[config.mk]
export PLATFORM = sky130hd
export DESIGN_NAME = mm_bram_loader_flat
export DESIGN_NICKNAME = d
export VERILOG_FILES = /design/src/rtl/mm_pkg.sv /design/src/rtl/mm_bram_loader_if.sv /design/src/rtl/mm_bram_loader_bram_wr_port.sv /design/src/rtl/mm_bram_loader.sv /design/src/flat_wrapper.sv
export SDC_FILE = /design/constraint.sdc
export NUM_CORES = 1
export LEC_CHECK = 0
export BUFFER_PORTS_ARGS = -buffer_cell sky130_fd_sc_hd__buf_4
export CAP_MARGIN = 20
export CORE_MARGIN = 5
export CORE_UTILIZATION = 50
export CTS_BUF_LIST = sky130_fd_sc_hd__clkbuf_4 sky130_fd_sc_hd__clkbuf_8
export DETAILED_ROUTE_END_ITERATION = 6
export GPL_ROUTABILITY_DRIVEN = 0
export PLACE_DENSITY = 0.86
export SYNTH_ARGS = -nofsm -noshare
export SYNTH_HDL_FRONTEND = slang
export SYNTH_SLANG_ARGS = --single-unit
[constraint.sdc]
create_clock -name clk -period 5.8 [get_ports clk]
set_input_delay 0.58 -clock clk [delete_from_list [all_inputs] [get_ports clk]]
set_output_delay 0.58 -clock clk [all_outputs]
set_load 0.03 [all_outputs]
[src/rtl/mm_pkg.sv]
// Shared constants and types for the matrix-multiply core and its BRAM loader.
package mm_pkg;

    localparam int WIDTH             = 16;
    localparam int CHUNK_SIZE        = 4;
    localparam int INNER_DIMENSION   = 8;
    localparam int W_OUTER_DIMENSION = 16;
    localparam int I_OUTER_DIMENSION = 16;

    localparam int DATA_W  = WIDTH * CHUNK_SIZE;
    localparam int W_WORDS = INNER_DIMENSION * W_OUTER_DIMENSION / CHUNK_SIZE;
    localparam int I_WORDS = INNER_DIMENSION * I_OUTER_DIMENSION / CHUNK_SIZE;

    localparam int WB_ADDR_W    = 12;
    localparam int IN_ADDR_W    = 14;
    localparam int WEA_W        = 8;
    localparam int WB_MAX_WORDS = 4096;
    localparam int IN_MAX_WORDS = 16384;

    function automatic int max_int(input int a, input int b);
        return (a > b) ? a : b;
    endfunction

    // One spare bit so the counter never wraps at the terminal count.
    localparam int CNT_W = $clog2(max_int(W_WORDS, I_WORDS)) + 1;

    typedef enum logic [2:0] {
        ST_IDLE      = 3'd0,
        ST_LOAD_W    = 3'd1,
        ST_LOAD_I    = 3'd2,
        ST_START     = 3'd3,
        ST_WAIT_DONE = 3'd4
    } loader_state_t;

endpackage

[src/rtl/mm_bram_loader_if.sv]
// Valid/ready word stream feeding the BRAM loader.
interface mm_bram_loader_if;

    logic                      s_valid;
    logic [mm_pkg::DATA_W-1:0] s_data;
    logic                      s_ready;

    modport master (output s_valid, output s_data, input s_ready);
    modport slave  (input s_valid, input s_data, output s_ready);

endinterface

[src/rtl/mm_bram_loader_bram_wr_port.sv]
// Registered BRAM write-port driver: a write request in cycle n is presented in cycle n+1.
module bram_wr_port #(
    parameter int ADDR_W = 12,
    parameter int CNT_W  = 6,
    parameter int DATA_W = 64,
    parameter int WEA_W  = 8
) (
    input  logic              clk,
    input  logic              rst,
    input  logic              i_we,
    input  logic [CNT_W-1:0]  i_addr,
    input  logic [DATA_W-1:0] i_data,
    output logic              o_ena,
    output logic [WEA_W-1:0]  o_wea,
    output logic [ADDR_W-1:0] o_addr,
    output logic [DATA_W-1:0] o_din
);

    logic              r_ena;
    logic [WEA_W-1:0]  r_wea;
    logic [ADDR_W-1:0] r_addr;
    logic [DATA_W-1:0] r_din;

    // Enables follow the request every cycle; address and data hold between writes.
    always_ff @(posedge clk or posedge rst) begin
        if (rst) begin
            r_ena  <= 1'b0;
            r_wea  <= {WEA_W{1'b0}};
            r_addr <= {ADDR_W{1'b0}};
            r_din  <= {DATA_W{1'b0}};
        end else begin
            r_ena <= i_we;
            r_wea <= i_we ? {WEA_W{1'b1}} : {WEA_W{1'b0}};
            if (i_we) begin
                r_addr <= ADDR_W'(i_addr);
                r_din  <= i_data;
            end else begin
                r_addr <= r_addr;
                r_din  <= r_din;
            end
        end
    end

    assign o_ena  = r_ena;
    assign o_wea  = r_wea;
    assign o_addr = r_addr;
    assign o_din  = r_din;

endmodule

[src/rtl/mm_bram_loader.sv]
// Streams weight then input words into the core's BRAMs, starts the core and waits for it.
module mm_bram_loader
    import mm_pkg::*;
(
    input  logic                 clk,
    input  logic                 rst,
    input  logic                 i_load_req,
    mm_bram_loader_if.slave      s,
    output logic                 o_wb_ena,
    output logic [WB_ADDR_W-1:0] o_wb_addra,
    output logic [DATA_W-1:0]    o_wb_dina,
    output logic [WEA_W-1:0]     o_wb_wea,
    output logic                 o_in_ena,
    output logic [IN_ADDR_W-1:0] o_in_addra,
    output logic [DATA_W-1:0]    o_in_dina,
    output logic [WEA_W-1:0]     o_in_wea,
    output logic                 o_core_start,
    input  logic                 i_core_done,
    output logic                 o_busy,
    output logic                 o_load_done
);

    if (W_WORDS > WB_MAX_WORDS) begin : g_wb_size_chk
        $fatal(1, "mm_bram_loader: W_WORDS exceeds weight BRAM depth");
    end
    if (I_WORDS > IN_MAX_WORDS) begin : g_in_size_chk
        $fatal(1, "mm_bram_loader: I_WORDS exceeds input BRAM depth");
    end

    loader_state_t     r_state;
    loader_state_t     w_next_state;
    logic [CNT_W-1:0]  r_cnt;
    logic [CNT_W-1:0]  w_cnt_next;
    logic              w_beat;
    logic              w_wb_we;
    logic              w_in_we;
    logic              r_s_ready;
    logic              r_busy;
    logic              r_core_start;
    logic              r_load_done;

    assign w_beat = r_s_ready & s.s_valid;

    // State and word counter registers.
    always_ff @(posedge clk or posedge rst) begin
        if (rst) begin
            r_state <= ST_IDLE;
            r_cnt   <= {CNT_W{1'b0}};
        end else begin
            r_state <= w_next_state;
            r_cnt   <= w_cnt_next;
        end
    end

    // Next-state, counter and write-request decode.
    always_comb begin
        w_next_state = r_state;
        w_cnt_next   = r_cnt;
        w_wb_we      = 1'b0;
        w_in_we      = 1'b0;
        case (r_state)
            ST_IDLE: begin
                if (i_load_req) begin
                    w_next_state = ST_LOAD_W;
                    w_cnt_next   = {CNT_W{1'b0}};
                end else begin
                    w_next_state = ST_IDLE;
                end
            end
            ST_LOAD_W: begin
                if (w_beat) begin
                    w_wb_we = 1'b1;
                    if (r_cnt == CNT_W'(W_WORDS - 1)) begin
                        w_next_state = ST_LOAD_I;
                        w_cnt_next   = {CNT_W{1'b0}};
                    end else begin
                        w_cnt_next   = r_cnt + CNT_W'(1);
                    end
                end else begin
                    w_cnt_next = r_cnt;
                end
            end
            ST_LOAD_I: begin
                if (w_beat) begin
                    w_in_we = 1'b1;
                    if (r_cnt == CNT_W'(I_WORDS - 1)) begin
                        w_next_state = ST_START;
                        w_cnt_next   = {CNT_W{1'b0}};
                    end else begin
                        w_cnt_next   = r_cnt + CNT_W'(1);
                    end
                end else begin
                    w_cnt_next = r_cnt;
                end
            end
            ST_START: begin
                w_next_state = ST_WAIT_DONE;
            end
            ST_WAIT_DONE: begin
                if (i_core_done) begin
                    w_next_state = ST_IDLE;
                end else begin
                    w_next_state = ST_WAIT_DONE;
                end
            end
            default: begin
                w_next_state = ST_IDLE;
                w_cnt_next   = {CNT_W{1'b0}};
            end
        endcase
    end

    // Registered status outputs; core_start trails the START state so the last write lands first.
    always_ff @(posedge clk or posedge rst) begin
        if (rst) begin
            r_s_ready    <= 1'b0;
            r_busy       <= 1'b0;
            r_core_start <= 1'b0;
            r_load_done  <= 1'b0;
        end else begin
            r_s_ready    <= (w_next_state == ST_LOAD_W) || (w_next_state == ST_LOAD_I);
            r_busy       <= (w_next_state != ST_IDLE);
            r_core_start <= (r_state == ST_START);
            r_load_done  <= (r_state == ST_WAIT_DONE) && i_core_done;
        end
    end

    assign s.s_ready    = r_s_ready;
    assign o_busy       = r_busy;
    assign o_core_start = r_core_start;
    assign o_load_done  = r_load_done;

    bram_wr_port #(
        .ADDR_W (WB_ADDR_W),
        .CNT_W  (CNT_W),
        .DATA_W (DATA_W),
        .WEA_W  (WEA_W)
    ) u_wb_port (
        .clk    (clk),
        .rst    (rst),
        .i_we   (w_wb_we),
        .i_addr (r_cnt),
        .i_data (s.s_data),
        .o_ena  (o_wb_ena),
        .o_wea  (o_wb_wea),
        .o_addr (o_wb_addra),
        .o_din  (o_wb_dina)
    );

    bram_wr_port #(
        .ADDR_W (IN_ADDR_W),
        .CNT_W  (CNT_W),
        .DATA_W (DATA_W),
        .WEA_W  (WEA_W)
    ) u_in_port (
        .clk    (clk),
        .rst    (rst),
        .i_we   (w_in_we),
        .i_addr (r_cnt),
        .i_data (s.s_data),
        .o_ena  (o_in_ena),
        .o_wea  (o_in_wea),
        .o_addr (o_in_addra),
        .o_din  (o_in_dina)
    );

endmodule

[src/flat_wrapper.sv]
// flat-port wrapper written by rule: the top's interface ports become plain ports
module mm_bram_loader_flat import mm_pkg::*;
  (clk, rst, i_load_req, o_wb_ena, o_wb_addra, o_wb_dina, o_wb_wea, o_in_ena, o_in_addra, o_in_dina, o_in_wea, o_core_start, i_core_done, o_busy, o_load_done, s_s_valid, s_s_data, s_s_ready);
  mm_bram_loader_if s_i ();
  input  logic clk;
  input  logic rst;
  input  logic i_load_req;
  output logic o_wb_ena;
  output logic [WB_ADDR_W-1:0] o_wb_addra;
  output logic [DATA_W-1:0] o_wb_dina;
  output logic [WEA_W-1:0] o_wb_wea;
  output logic o_in_ena;
  output logic [IN_ADDR_W-1:0] o_in_addra;
  output logic [DATA_W-1:0] o_in_dina;
  output logic [WEA_W-1:0] o_in_wea;
  output logic o_core_start;
  input  logic i_core_done;
  output logic o_busy;
  output logic o_load_done;
  input wire logic [$bits(s_i.s_valid)-1:0] s_s_valid;
  input wire logic [$bits(s_i.s_data)-1:0] s_s_data;
  output wire logic [$bits(s_i.s_ready)-1:0] s_s_ready;
  assign s_i.s_valid = s_s_valid;
  assign s_i.s_data = s_s_data;
  assign s_s_ready = s_i.s_ready;
  mm_bram_loader u_core (.clk(clk), .rst(rst), .i_load_req(i_load_req), .s(s_i), .o_wb_ena(o_wb_ena), .o_wb_addra(o_wb_addra), .o_wb_dina(o_wb_dina), .o_wb_wea(o_wb_wea), .o_in_ena(o_in_ena), .o_in_addra(o_in_addra), .o_in_dina(o_in_dina), .o_in_wea(o_in_wea), .o_core_start(o_core_start), .i_core_done(i_core_done), .o_busy(o_busy), .o_load_done(o_load_done));
endmodule
==> results.tsv <==
metric	value	unit
Mean Syn Cell Area	15.5	um^2
max-cap violations	0	
Tcrit/Tclk final	0.343	
mapped cell area	6250	um^2
chip height	122	um
CP max-delay cell	dfrtp_1	
LEAKAGE	0.00414	uW
slew at the pin closest to its max-slew limit	868	ps
ANT cells	0	
fin crit period	1990	ps
Worst Hold Class	input pin to async pin	
Mapped Cells	403	
Core Box Area	12100	um^2
max-slew violation count	0	
initial drt markers	194	
Detailed Place HPWL	10.8	mm
pin count of the biggest net entering global routing	86	
die width	122	um
share of layout cells above drive strength 1	0.607	
fmax	502	MHz
Port Buffers	230	
Async S/R FF share, synth	1.00	
share of Yosys cell area claimed by the top area cell type	0.620	
net count of the finished layout	693	
Placement Rows	40	
EDFF count, synth	0	
Netlist cell types	36	
vias in the first global route	4393	
Critical Path RT	6110	ps
H-Tree Level Count	4	
area grow syn2layout	33.2	%
# IOs	245	
Yosys top cell by area	dfrtp_1	
Seq/Total Area, Yosys	0.620	
flops & latches, synth	155	
CTS root buffer	clkbuf_8	
Yosys warning count	0	
Avg WL per Cell	17.8	um
setup_tns	0	ps
# setup viols final	0	
TritonCTS Buffers	17	
Hold Violations, Final	0	
CP Max Fanout	35	
Initial Util	0.516	
total iterations of the first detailed-routing run	6	
worst-skew pair later-pin latency	430	ps
clock tree buffer depth	2	
vias	4014	
initial antenna violation count	0	
Crit Path Class	flop to flop	
CP cell instances	nand2b_1 > nor3_4 > buf_4 > mux2_2	
gr ovfl total	0	
Slew HR	0.421	
outcome	complete, no violations	
die area	14800	um^2
top cells by area, synth	dfrtp_1 (62%), mux2_2 (20%), mux2_1 (5.4%)	
first-pass GRT wire length	22.4	mm
Crit. End Element	flop	
Peak VDD IR	333	uV
largest stage delay on the critical path	600	ps
Worst EP arrival	2300	ps
Final ANT Viol Nets	0	
Worst-path clk slew	80	ps
post-CTS setup buffer count	0	
GRT Total Usage	0.194	
startpoint types	flop	
DRC viols	0	
CTS tree	done	
drt total wl	14.3	mm
Util after Layout	0.688	
RSZ-0062 raised after global routing	false	
pwr/cell area	448	nW/um^2
Clock Sink Count	155	
Worst Clk Skew	8.93	ps
CTS resizes	0	
via/cell ratio	4.99	
leading register cell type out of synthesis	dfrtp_1	
hold buffers post-CTS	0	
[synth_stat cells, types with 2 or more instances]
cell / instances
inv_1: 6
and3b_1: 2
dfrtp_1: 155
buf_6: 9
a21oi_1: 4
mux2_2: 111
o21ai_0: 6
and3_1: 3
a31oi_1: 3
nor2_1: 5
o211ai_1: 3
mux2_1: 30
nand2_1: 5
buf_4: 37
nand2b_1: 3
[power breakdown]
group / leakage [uW] / internal, uW / total [uW] / switching (uW)
clock: 0.000221 / 482 / 844 / 361
sequential: 0.00192 / 1330 / 1500 / 169
combinational: 0.00200 / 569 / 1390 / 826
[layout by cell type (no fill, tap or decap), types with 2 or more instances in the layout]
master     Yosys  final
inv_1          6      5
o21ai_0        6      6
nand2b_1       3      3
and3_1         3      3
conb_1         1     14
nand2_1        5      5
clkinv_2       0      3
and3b_1        2      2
a31oi_1        3      3
clkbuf_4       0      5
buf_4         37    235
a21oi_1        4      4
clkbuf_8       0     20
mux2_2       111    111
mux2_1        30     30
nor2_1         5      5
o211ai_1       3      3
bufinv_16      0      3
dfrtp_1      155    155
[flip-flops by register name (all words and copies together) (netlist names), 3 cells and up]
register,count
u_core.u_in_port.o_din,64
u_core.u_wb_port.o_din,64
u_core.r_cnt,6
u_core.u_in_port.o_addr,6
u_core.u_wb_port.o_addr,6
u_core.r_state,3
[final cells by class]
| type | count | area [um^2] |
|---|---|---|
| clock inverter | 7 | 113 |
| inverter | 6 | 27.5 |
| sequential | 155 | 3880 |
| multi-input combinational | 208 | 2020 |
| fill | 880 | 3780 |
| timing repair buffer | 235 | 1760 |
| clock buffer | 25 | 313 |
| tap | 168 | 210 |
[metrics by stage]
stage | setup slack (ps) | instance area [um^2] | std cells | hold WS [ps] | power, uW
floorplan | 1040 | 6300 | 416 | 483 | 2400
global placement | 3700 | 7900 | 772 | 471 | 2880
detailed placement | 3620 | 7900 | 772 | 480 | 2930
CTS | 3820 | 8330 | 804 | 287 | 3770
global route | 3690 | 8330 | 804 | 307 | 3920
finish | 3810 | 8330 | 804 | 257 | 3730
[cell families (layout without fill, tap and decap cells)]
| logic type | after synthesis | count (layout) | share of synthesized area |
|---|---|---|---|
| other | 1 | 14 | 0.000600 |
| muxes | 141 | 141 | 0.254 |
| xor gates and xnor gates | 1 | 1 | 0.00260 |
| adders and majority gates | 2 | 2 | 0.00360 |
| buffers and inverters | 53 | 273 | 0.0651 |
| DFF | 155 | 155 | 0.620 |
| AOI/OAI and AO/OA | 22 | 22 | 0.0254 |
| and+or+nand+nor | 28 | 28 | 0.0282 |
[critical path, delay by kind of cell, from the launching register on]
kind | cells | cell delay (ps)
buf+inv | 1 | 460
simple gates | 2 | 400
mux | 1 | 400
flops | 1 | 600
[path summary, 6_finish.rpt]
path	startpoint	slack, ps	depth (start not counted)	endpoint
worst max register to register	u_core.r_state[1]	3810	4	u_core.u_in_port.o_din[48]
worst min register to register	u_core.u_in_port.o_din[14]	490	1	u_core.u_in_port.o_din[14]
max in group asynchronous	rst	4190	3	u_core.u_in_port.o_din[48]
worst max-delay path	u_core.r_state[1]	3810	4	u_core.u_in_port.o_din[48]
worst min-delay path	rst	260	2	u_core.u_wb_port.o_din[59]
min in group clk	s_s_data[30]	370	2	u_core.u_wb_port.o_din[30]
[routing by layer]
metal / track usage / wire length, um / up-vias
li1: - / - / 1810
met3: 0.0599 / 1150 / 29
met2: 0.355 / 7590 / 166
met1: 0.207 / 5240 / 2009
met4: 0.0798 / 322 / 0
met5: 0 / 0 / -
(Power assumes the default switching activity.)
